## src/rtl/booth_pkg.sv

```systemverilog
// rtl/booth_pkg.sv - shared types and width helpers for the Booth multiplier
package booth_pkg;

  typedef enum logic [1:0] {
    IDLE = 2'd0,
    RUN  = 2'd1,
    DONE = 2'd2
  } state_t;

  // One guard bit lets the signed most-negative square fit without overflow.
  function automatic int ext_width(input int width);
    return width + 1;
  endfunction

  function automatic int cnt_width(input int width);
    return $clog2(width + 2);
  endfunction

endpackage

```

## src/rtl/booth_mult_param_if.sv

```systemverilog
// rtl/booth_mult_param_if.sv - start/busy/done handshake bundle for booth_mult_param
interface booth_mult_param_if #(
  parameter int WIDTH = 4
);
  logic                 start;
  logic                 signed_mode;
  logic [WIDTH-1:0]     mc;
  logic [WIDTH-1:0]     mp;
  logic                 busy;
  logic                 done;
  logic [2*WIDTH-1:0]   prod;

  modport master (
    output start, signed_mode, mc, mp,
    input  busy, done, prod
  );

  modport slave (
    input  start, signed_mode, mc, mp,
    output busy, done, prod
  );
endinterface

```

## src/rtl/booth_addsub.sv

```systemverilog
// rtl/booth_addsub.sv - W-bit adder with carry-in; carry-out is dropped
module booth_addsub #(
  parameter int W = 5
) (
  input  logic [W-1:0] a,
  input  logic [W-1:0] b,
  input  logic         cin,
  output logic [W-1:0] sum
);

  assign sum = a + b + {{(W-1){1'b0}}, cin};

endmodule

```

## src/rtl/booth_mult_param.sv

```systemverilog
// rtl/booth_mult_param.sv - sequential radix-2 Booth multiplier, signed or unsigned per operation
module booth_mult_param
  import booth_pkg::*;
#(
  parameter int WIDTH = 4
) (
  input  logic               clk,
  input  logic               rst_n,
  booth_mult_param_if.slave  bus
);

  localparam int E  = ext_width(WIDTH);
  localparam int CW = cnt_width(WIDTH);

  state_t             state, state_nxt;
  logic [E-1:0]       a, q, m;
  logic               q_1;
  logic [CW-1:0]      cnt;
  logic [2*WIDTH-1:0] prod;

  logic [E-1:0]       sum_add, sum_sub, a_op, a_sh, q_sh;
  logic               load, last, busy, done;

  booth_addsub #(.W(E)) u_add (.a(a), .b(m),  .cin(1'b0), .sum(sum_add));
  booth_addsub #(.W(E)) u_sub (.a(a), .b(~m), .cin(1'b1), .sum(sum_sub));

  always_comb begin
    case ({q[0], q_1})
      2'b01:   a_op = sum_add;
      2'b10:   a_op = sum_sub;
      default: a_op = a;
    endcase
  end

  // Arithmetic shift of {A,Q,Q_1}: new A's MSB is replicated.
  assign a_sh = {a_op[E-1], a_op[E-1:1]};
  assign q_sh = {a_op[0], q[E-1:1]};
  assign last = (cnt == CW'(E - 1));

  always_comb begin
    state_nxt = state;
    load      = 1'b0;
    busy      = 1'b0;
    done      = 1'b0;
    case (state)
      IDLE: begin
        if (bus.start) begin
          load      = 1'b1;
          state_nxt = RUN;
        end
      end
      RUN: begin
        busy = 1'b1;
        if (last) state_nxt = DONE;
      end
      DONE: begin
        done = 1'b1;
        if (bus.start) begin
          load      = 1'b1;
          state_nxt = RUN;
        end else begin
          state_nxt = IDLE;
        end
      end
      default: state_nxt = IDLE;
    endcase
  end

  always_ff @(posedge clk or negedge rst_n) begin
    if (!rst_n) begin
      state <= IDLE;
      a     <= '0;
      q     <= '0;
      m     <= '0;
      q_1   <= 1'b0;
      cnt   <= '0;
      prod  <= '0;
    end else begin
      state <= state_nxt;
      if (load) begin
        a   <= '0;
        q   <= {bus.signed_mode & bus.mp[WIDTH-1], bus.mp};
        m   <= {bus.signed_mode & bus.mc[WIDTH-1], bus.mc};
        q_1 <= 1'b0;
        cnt <= '0;
      end else if (state == RUN) begin
        a   <= a_sh;
        q   <= q_sh;
        q_1 <= q[0];
        cnt <= cnt + CW'(1);
        // The two guard bits at the top of {A,Q} are dropped from the product.
        if (last) prod <= {a_sh[E-3:0], q_sh};
      end
    end
  end

  assign bus.busy = busy;
  assign bus.done = done;
  assign bus.prod = prod;

endmodule

```

## src/flat_wrapper.sv

```systemverilog
// flat-port wrapper written by rule: the top's interface ports become plain ports
module booth_mult_param_flat import booth_pkg::*;
#(
  parameter int WIDTH = 4
)
  (clk, rst_n, bus_start, bus_signed_mode, bus_mc, bus_mp, bus_busy, bus_done, bus_prod);
  booth_mult_param_if #(.WIDTH(WIDTH)) bus_i ();
  input  logic clk;
  input  logic rst_n;
  input wire logic [$bits(bus_i.start)-1:0] bus_start;
  input wire logic [$bits(bus_i.signed_mode)-1:0] bus_signed_mode;
  input wire logic [$bits(bus_i.mc)-1:0] bus_mc;
  input wire logic [$bits(bus_i.mp)-1:0] bus_mp;
  output wire logic [$bits(bus_i.busy)-1:0] bus_busy;
  output wire logic [$bits(bus_i.done)-1:0] bus_done;
  output wire logic [$bits(bus_i.prod)-1:0] bus_prod;
  assign bus_i.start = bus_start;
  assign bus_i.signed_mode = bus_signed_mode;
  assign bus_i.mc = bus_mc;
  assign bus_i.mp = bus_mp;
  assign bus_busy = bus_i.busy;
  assign bus_done = bus_i.done;
  assign bus_prod = bus_i.prod;
  booth_mult_param #(.WIDTH(WIDTH)) u_core (.clk(clk), .rst_n(rst_n), .bus(bus_i));
endmodule
```

## config.mk

```make
export PLATFORM = sky130hd
export DESIGN_NAME = booth_mult_param_flat
export DESIGN_NICKNAME = d
export VERILOG_FILES = /design/src/rtl/booth_pkg.sv /design/src/rtl/booth_mult_param_if.sv /design/src/rtl/booth_addsub.sv /design/src/rtl/booth_mult_param.sv /design/src/flat_wrapper.sv
export SDC_FILE = /design/constraint.sdc
export NUM_CORES = 1
export LEC_CHECK = 0
export BUFFER_PORTS_ARGS = -buffer_cell sky130_fd_sc_hd__buf_2
export CAP_MARGIN = 0
export CORE_MARGIN = 3
export CORE_UTILIZATION = 50
export CTS_BUF_LIST = sky130_fd_sc_hd__clkbuf_4 sky130_fd_sc_hd__clkbuf_8
export DETAILED_ROUTE_END_ITERATION = 10
export PLACE_DENSITY_LB_ADDON = 0.1
export SLEW_MARGIN = 30
export SYNTH_ARGS = -nofsm -noshare
export SYNTH_HDL_FRONTEND = slang
export SYNTH_SLANG_ARGS = --single-unit
```

## constraint.sdc

```tcl
create_clock -name clk -period 2.2 [get_ports clk]
set_input_delay 0 -clock clk [delete_from_list [all_inputs] [get_ports clk]]
set_output_delay 0 -clock clk [all_outputs]
set_load 0.01 [all_outputs]
```

==> load_flow_metrics.sql, run 1 <==
INSERT INTO impl_metrics (metric_group, metric, value, unit) VALUES
('status', 'run_status', 'finished, final reports clean', ''),
('timing', 'worstMarginPinSlew', '0.610', 'ns'),
('yosys', 'post_synth_instance_area', '0.00153', 'sq mm'),
('timing', 'setup_viol_count_final', '0', ''),
('hold_path', 'holdPathStages', '3', ''),
('route', 'wl', '3.09', 'mm'),
('global_route', 'grt-ovfl-total', '0', ''),
('yosys', 'synthDistinctLibCells', '29', ''),
('route', 'antenna_left', '0', ''),
('setup_path', 'required', '2.44', 'ns'),
('final_layout', 'flow.area_growth_from_synthesis', '18.7', '%'),
('yosys', 'synth_warnings', '0', ''),
('global_route', 'grt_first_pass_wirelength', '5.26', 'mm'),
('global_route', 'antenna_found_initial', '0', ''),
('final_layout', 'filler_cell_count', '242', ''),
('placement', 'last_weighted_congestion_value_of_the_routability_driven_placer', '0.839', ''),
('clock_tree', 'cts_tree', 'yes', ''),
('setup_path', 'timing_worst_setup_path_type', 'flop to flop', ''),
('final_layout', 'drive_gt1_share', '17.4', '%'),
('placement', 'io_buffer_count', '21', ''),
('placement', 'dp_worst_setup_slack', '0.307', 'ns'),
('placement', 'placed_area', '0.00166', 'sq mm'),
('run', 'maxCapViolations', '0', ''),
('yosys', 'post_synth_main_area_contributors', 'sky130_fd_sc_hd__dfrtp_1 (46%), sky130_fd_sc_hd__ha_1 (9.8%), sky130_fd_sc_hd__nand2_1 (7.1%)', ''),
('timing', 'setup_repair_after_global_routing_missed_its_margin', 'false', ''),
('timing', 'timing.slew.headroom', '59.4', '%'),
('placement', 'dpl.hpwl', '2.34', 'mm'),
('clock_tree', 'post_cts_resize_count', '0', ''),
('setup_path', 'regToRegEndpoint', 'u_core.a[3]', ''),
('route', 'detailed_router_s_first_iteration_violation_count', '50', ''),
('global_route', 'global_route.usage.total', '18.9', '%'),
('setup_path', 'regToRegSetupSlack', '0.28', 'ns'),
('timing', 'final_critical_path_setup_slack', '0.275', 'ns'),
('clock_tree', 'cts_buffers', '3', ''),
('yosys', 'postSynth.asyncResetShare', '100', '%'),
('timing', 'finalMaxSlewViolations', '0', ''),
('floorplan', 'rows', '19', ''),
('global_route', 'grt_start_max_net_pins', '29', ''),
('final_layout', 'antennaDiodeCount', '0', ''),
('clock_tree', 'clk-insertion-delay-late', '0.32', 'ns'),
('yosys', 'synthDominantAreaCellType', 'sky130_fd_sc_hd__dfrtp_1', ''),
('floorplan', 'placeable_core_region', '0.00283', 'sq mm'),
('hold_path', 'min-delay-start', 'bus_start', ''),
('route', 'drt-vias-per-instance', '5.39', ''),
('setup_path', 'cp-end-kind', 'flop', ''),
('setup_path', 'worst_ep_arrival_time', '2.17', 'ns'),
('yosys', 'syn_nets', '185', ''),
('timing', 'timing_hold_violations_final', '0', ''),
('power', 'power.leakage', '0.902', 'nW'),
('yosys', 'synth_edf_count', '0', ''),
('global_route', 'first_global_vias', '1166', ''),
('yosys', 'post_synthesis_register_bit_count', '28', ''),
('yosys', 'ys.flop_type', 'sky130_fd_sc_hd__dfrtp_1', ''),
('yosys', 'average_size_of_a_mapped_cell', '9.62', 'sq um'),
('route', 'routed_wire_length_per_instance', '14.0', 'microns'),
('timing', 'achievable-frequency', '520', 'MHz'),
('route', 'num_vias', '1192', ''),
('yosys', 'post-synth-top-area-fraction', '45.8', '%'),
('clock_tree', 'ctsHtreeMaxLevel', '1', ''),
('hold_path', 'holdCritPathClass', 'input port to flop', ''),
('power', 'max_rail_drop_vdd', '720', 'uV'),
('timing', 'fin_crit_sh', '87.5', '%'),
('floorplan', 'initial_core_utilization', '54.0', '%'),
('clock_tree', 'buffers_from_clock_root_to_sink_at_most', '2', ''),
('floorplan', 'fp.dieArea', '0.00376', 'sq mm'),
('final_layout', 'fin_nets', '217', ''),
('yosys', 'portion_of_the_post_synthesis_area_used_by_sequential_elements', '45.8', '%'),
('setup_path', 'worst_setup_path_start_kind', 'flop', ''),
('timing', 'worst_hold_slack', '0.0338', 'ns'),
('hold_path', 'worstHoldEndpoint', 'u_core.state[0]', ''),
('setup_path', 'timing.rr.start', 'u_core.a[0]', '');
-- power breakdown --
part	total (mW)	switching, mW	internal (mW)
Clock	0.333	0.149	0.184
Combinational	1.43	0.815	0.612
Sequential	0.897	0.163	0.734
-- final cells by class --
class                   count  area (sq um)  area share [%]
clock buffers               3          22.5            1.24
well taps                  31          38.8            2.14
multi-input cells         110           743            40.9
repair buffers             34           228            12.5
clock inverters             1          30.0            1.65
inverters                  14          52.6            2.89
flip-flops and latches     28           701            38.6
-- Yosys cell counts, types with 2 or more instances --
| library cell | n |
|---|---|
| sky130_fd_sc_hd__nor2b_1 | 3 |
| sky130_fd_sc_hd__dfrtp_1 | 28 |
| sky130_fd_sc_hd__xor2_1 | 3 |
| sky130_fd_sc_hd__clkbuf_1 | 4 |
| sky130_fd_sc_hd__o21ai_1 | 12 |
| sky130_fd_sc_hd__nand2b_1 | 6 |
| sky130_fd_sc_hd__o31ai_1 | 3 |
| sky130_fd_sc_hd__buf_2 | 2 |
| sky130_fd_sc_hd__nor2_1 | 9 |
| sky130_fd_sc_hd__a22oi_1 | 3 |
| sky130_fd_sc_hd__fa_1 | 2 |
| sky130_fd_sc_hd__nand2_1 | 29 |
| sky130_fd_sc_hd__a221oi_2 | 2 |
| sky130_fd_sc_hd__a21oi_1 | 7 |
| sky130_fd_sc_hd__inv_1 | 11 |
| sky130_fd_sc_hd__ha_1 | 12 |
| sky130_fd_sc_hd__nand3_1 | 3 |
| sky130_fd_sc_hd__xnor2_1 | 4 |
| sky130_fd_sc_hd__inv_2 | 3 |
| sky130_fd_sc_hd__mux2_1 | 4 |
-- worst max-delay path, stage by stage (launching register included) --
cell and delay, ns:
sky130_fd_sc_hd__dfrtp_1 0.41, sky130_fd_sc_hd__inv_1 0.06, sky130_fd_sc_hd__ha_1 0.21, sky130_fd_sc_hd__fa_1 0.39
sky130_fd_sc_hd__nand2b_1 0.17, sky130_fd_sc_hd__a21oi_1 0.18, sky130_fd_sc_hd__xnor2_1 0.14, sky130_fd_sc_hd__a22oi_1 0.08
sky130_fd_sc_hd__o31ai_1 0.20
-- per-layer routing --
metal | track usage (%) | share of wire, % | vias up
li1 | - | - | 590
met1 | 23.5 | 45 | 568
met2 | 32.6 | 49 | 26
met3 | 2.73 | 3.7 | 8
met4 | 8.36 | 2.2 | 0
met5 | 0 | 0 | -
-- worst max path at each step --
stage	cells after the start	end	slack [ns]	from
after global routing	8	u_core.a[3]	0.13	u_core.a[0]
after floorplan	7	u_core.a[3]	0.47	u_core.m[0]
after detailed placement	8	u_core.a[3]	0.31	u_core.a[0]
final	8	u_core.a[3]	0.28	u_core.a[0]
after global placement	8	u_core.a[3]	0.40	u_core.a[0]
after CTS	8	u_core.a[3]	0.27	u_core.a[0]
-- flip-flops by register name (all words and copies together), names as in the netlist --
signal,cells
u_core.cnt,3
u_core.a,4
u_core.bus.prod,8
u_core.q,5
u_core.q_1,1
u_core.state,2
u_core.m,5
-- through the flow --
stage / util, % / cells / power, mW
floorplan: - / 159 / 1.96
global placement: 58.8 / 207 / 2.26
detailed placement: 58.8 / 207 / 2.33
CTS: 64.2 / 221 / 2.69
global route: 64.2 / 221 / 2.91
finish: 64.2 / 221 / 2.66
-- cells in the final DEF, fill, tap and decap left out, types with 6 or more instances in the layout --
cell type,synthesis,layout
sky130_fd_sc_hd__o21ai_1,12,12
sky130_fd_sc_hd__buf_2,2,21
sky130_fd_sc_hd__dfrtp_1,28,28
sky130_fd_sc_hd__nand2b_1,6,6
sky130_fd_sc_hd__ha_1,12,12
sky130_fd_sc_hd__nand2_1,29,29
sky130_fd_sc_hd__a21oi_1,7,7
sky130_fd_sc_hd__dlygate4sd3_1,0,10
sky130_fd_sc_hd__nor2_1,9,9
sky130_fd_sc_hd__inv_1,11,11
-- cell families (layout without fill, tap and decap cells) --
| logic type | count (synthesis) | after routing | share of synthesized area [%] |
|---|---|---|---|
| multiplexers | 4 | 4 | 2.95 |
| AO/OA/AOI/OAI | 34 | 34 | 14.9 |
| flip-flops | 28 | 28 | 45.8 |
| adder cells (fa/ha/maj) | 14 | 14 | 12.4 |
| XOR/XNOR | 7 | 7 | 4.01 |
| AND/OR/NAND/NOR | 51 | 51 | 14.3 |
| buffers and inverters | 21 | 52 | 5.56 |
-- what timing repair did --
| item | CTS | global route |
|---|---|---|
| setup buffers | 0 | 0 |
| hold endpoints to repair | 38 | 0 |
| hold buffers | 10 | 0 |
(Power assumes the default switching activity.)
==> inputs of run 2 (changes only) <==
--- a/config.mk
+++ b/config.mk
@@ -7,11 +7,10 @@
 export LEC_CHECK = 0
 export BUFFER_PORTS_ARGS = -buffer_cell sky130_fd_sc_hd__buf_2
 export CAP_MARGIN = 0
-export CORE_MARGIN = 3
 export CORE_UTILIZATION = 50
 export CTS_BUF_LIST = sky130_fd_sc_hd__clkbuf_4 sky130_fd_sc_hd__clkbuf_8
 export DETAILED_ROUTE_END_ITERATION = 10
-export PLACE_DENSITY_LB_ADDON = 0.1
+export PLACE_DENSITY = 0.71
 export SLEW_MARGIN = 30
 export SYNTH_ARGS = -nofsm -noshare
 export SYNTH_HDL_FRONTEND = slang
==> load_flow_metrics.sql, run 2 (synthesis results as in run 1) <==
INSERT INTO impl_metrics (metric_group, metric, value, unit) VALUES
('floorplan', 'placeable_core_region', '0.00283', 'sq mm'),
('route', 'detailed_router_s_first_iteration_violation_count', '30', ''),
('setup_path', 'worst_path_max_delay_cell', 'sky130_fd_sc_hd__dfrtp_1', ''),
('route', 'drt-vias-per-instance', '5.40', ''),
('final_layout', 'largest_register_ff_count', '8', ''),
('clock_tree', 'buffers_from_clock_root_to_sink_at_most', '2', ''),
('floorplan', 'die_width', '57.3', 'microns'),
('route', 'routed_wire_length_per_instance', '13.5', 'microns'),
('timing', 'setup_repair_after_global_routing_missed_its_margin', 'false', ''),
('clock_tree', 'cts_buffers', '3', ''),
('final_layout', 'flow.area_growth_from_synthesis', '18.7', '%'),
('route', 'num_vias', '1194', ''),
('hold_path', 'holdCritPathClass', 'input port to flop', ''),
('clock_tree', 'cts_tree', 'yes', ''),
('placement', 'placed_area', '0.00166', 'sq mm'),
('timing', 'timing.slew.headroom', '58.9', '%'),
('power', 'power.leakage', '0.902', 'nW'),
('timing', 'fin_skew', '0.0134', 'ns'),
('final_layout', 'final_cell_count_no_fill', '221', ''),
('route', 'antenna_left', '0', ''),
('setup_path', 'worst_setup_path_start_kind', 'flop', ''),
('timing', 'achievable-frequency', '521', 'MHz'),
('setup_path', 'critical_path.cell_chain', 'inv_1 > ha_1 > fa_1 > nand2b_1 > a21oi_1 > xnor2_1 > a22oi_1 > o31ai_1', ''),
('timing', 'timing_hold_violations_final', '0', ''),
('route', 'wl', '2.98', 'mm'),
('final_layout', 'final_design_area_no_fill', '0.00182', 'sq mm'),
('final_layout', 'antennaDiodeCount', '0', ''),
('timing', 'final_min_period', '1.92', 'ns'),
('global_route', 'global_route.usage.total', '22.0', '%'),
('final_layout', 'fin_nets', '217', ''),
('clock_tree', 'clock_sinks', '28', ''),
('setup_path', 'timing_worst_setup_path_type', 'flop to flop', ''),
('final_layout', 'post-route-util', '64.2', '%'),
('setup_path', 'cp_num_buf_inv', '1', ''),
('power', 'max_rail_drop_vdd', '899', 'uV'),
('global_route', 'grt_first_pass_wirelength', '5.40', 'mm'),
('clock_tree', 'ctsHtreeMaxLevel', '1', ''),
('final_layout', 'final_cell_mix', 'sky130_fd_sc_hd__nand2_1 (29), sky130_fd_sc_hd__dfrtp_1 (28), sky130_fd_sc_hd__buf_2 (21)', ''),
('timing', 'worstMarginPinSlew', '0.616', 'ns'),
('route', 'drt-pass1-iter-count', '4', ''),
('floorplan', 'floorplan.io_pins', '22', ''),
('placement', 'last_weighted_congestion_value_of_the_routability_driven_placer', '0.823', ''),
('global_route', 'antenna_found_initial', '0', ''),
('placement', 'place.detailed.instances', '207', ''),
('timing', 'finalMaxSlewViolations', '0', ''),
('clock_tree', 'post_cts_resize_count', '0', ''),
('timing', 'fin_crit_sh', '87.3', '%'),
('power', 'power_density_over_the_cells', '1450', 'mW/mm^2'),
('timing', 'setup_viol_count_final', '0', ''),
('clock_tree', 'worst_setup_hold_path_clk_slew', '0.15', 'ns'),
('global_route', 'grt-ovfl-total', '0', ''),
('global_route', 'grt_start_max_net_pins', '29', ''),
('placement', 'io_buffer_count', '21', ''),
('floorplan', 'rows', '19', ''),
('run', 'maxCapViolations', '0', ''),
('status', 'run_status', 'finished, final reports clean', ''),
('power', 'fin_total_pwr', '2.63', 'mW'),
('clock_tree', 'cts-root-buf', 'sky130_fd_sc_hd__clkbuf_4', ''),
('setup_path', 'timing.critical_path.slowest_cell_delay', '0.42', 'ns'),
('setup_path', 'cp_top_family', 'adder cells', ''),
('setup_path', 'cp-end-kind', 'flop', ''),
('final_layout', 'filler_cell_count', '254', ''),
('final_layout', 'layout_commonest_cell', 'sky130_fd_sc_hd__nand2_1', ''),
('floorplan', 'die_h', '57.3', 'microns'),
('final_layout', 'reg.largest.list', 'u_core.bus.prod x8, u_core.m x5, u_core.q x5', ''),
('final_layout', 'max_flop_register', 'u_core.bus.prod', ''),
('clock_tree', 'clk-insertion-delay-late', '0.34', 'ns'),
('floorplan', 'fp.dieArea', '0.00328', 'sq mm'),
('placement', 'dpl.hpwl', '2.29', 'mm'),
('timing', 'setup_tns', '0', 'ns'),
('floorplan', 'initial_core_utilization', '54.0', '%'),
('global_route', 'first_global_vias', '1179', ''),
('setup_path', 'worstPathMaxFanout', '4', ''),
('final_layout', 'drive_gt1_share', '17.4', '%'),
('route', 'drcViolationCount', '0', ''),
('setup_path', 'required', '2.44', 'ns'),
('setup_path', 'worst_ep_arrival_time', '2.16', 'ns');
==> run 2: cell counts in the layout (fill, tap and decap cells not counted) <==
No cell type changed its count.
==> run 2: layout make-up <==
class                      count  area [sq um]  area share, %
clock buffer                   3          22.5           1.24
clock inverter                 1          30.0           1.65
sequential                    28           701           38.6
tap                           31          38.8           2.14
timing repair buffer          34           228           12.5
inverter                      14          52.6           2.89
multi-input combinational    110           743           40.9
==> run 2: worst reg2reg max path, stage by stage (launching register included) <==
cell,delay [ns]
sky130_fd_sc_hd__dfrtp_1,0.42
sky130_fd_sc_hd__inv_1,0.06
sky130_fd_sc_hd__ha_1,0.20
sky130_fd_sc_hd__fa_1,0.37
sky130_fd_sc_hd__nand2b_1,0.17
sky130_fd_sc_hd__a21oi_1,0.18
sky130_fd_sc_hd__xnor2_1,0.14
sky130_fd_sc_hd__a22oi_1,0.09
sky130_fd_sc_hd__o31ai_1,0.20
==> run 2: metal layers <==
metal | wire length [microns] | part of all wire, % | track usage, %
met5 | 0 | 0 | 0
met1 | 1330 | 45 | 27.0
met2 | 1520 | 51 | 38.3
met3 | 74 | 2.5 | 2.95
met4 | 57 | 1.9 | 10.5
==> run 2: power breakdown <==
group / total [mW] / switching [mW] / leakage (nW) / internal, mW
combinational: 1.40 / 0.790 / 0.518 / 0.608
sequential: 0.898 / 0.164 / 0.356 / 0.734
clock: 0.336 / 0.151 / 0.0279 / 0.184
total: 2.63 / 1.11 / 0.902 / 1.53
==> run 2: metrics by stage <==
step | hold slack [ns] | setup WS (ns)
2_1_floorplan | -0.296 | 0.469
3_3_place_gp | 0.0554 | 0.398
3_5_place_dp | 0.0623 | 0.328
4_1_cts | 0.0227 | 0.284
5_1_grt | 0.0582 | 0.129
6_report | 0.0322 | 0.279
==> run 2: path summary, 6_finish.rpt <==
| kind | start | endpoint | slack [ns] | depth (start not counted) |
|---|---|---|---|---|
| worst max register to register | u_core.a[0] | u_core.a[3] | 0.28 | 8 |
| worst max-delay path | u_core.a[0] | u_core.a[3] | 0.28 | 8 |
| worst min-delay path | bus_start | u_core.state[0] | 0.03 | 3 |
| max in group asynchronous | rst_n | u_core.m[0] | 1.60 | 2 |
| worst min register to register | u_core.bus.prod[7] | u_core.bus.prod[7] | 0.50 | 2 |
| min in group asynchronous | rst_n | u_core.a[2] | 0.18 | 2 |
==> run 2: timing repair <==
item / in CTS / in global routing
hold endpoints to repair: 38 / 0
buffers inserted: 0 / 0
hold buffers: 10 / 0
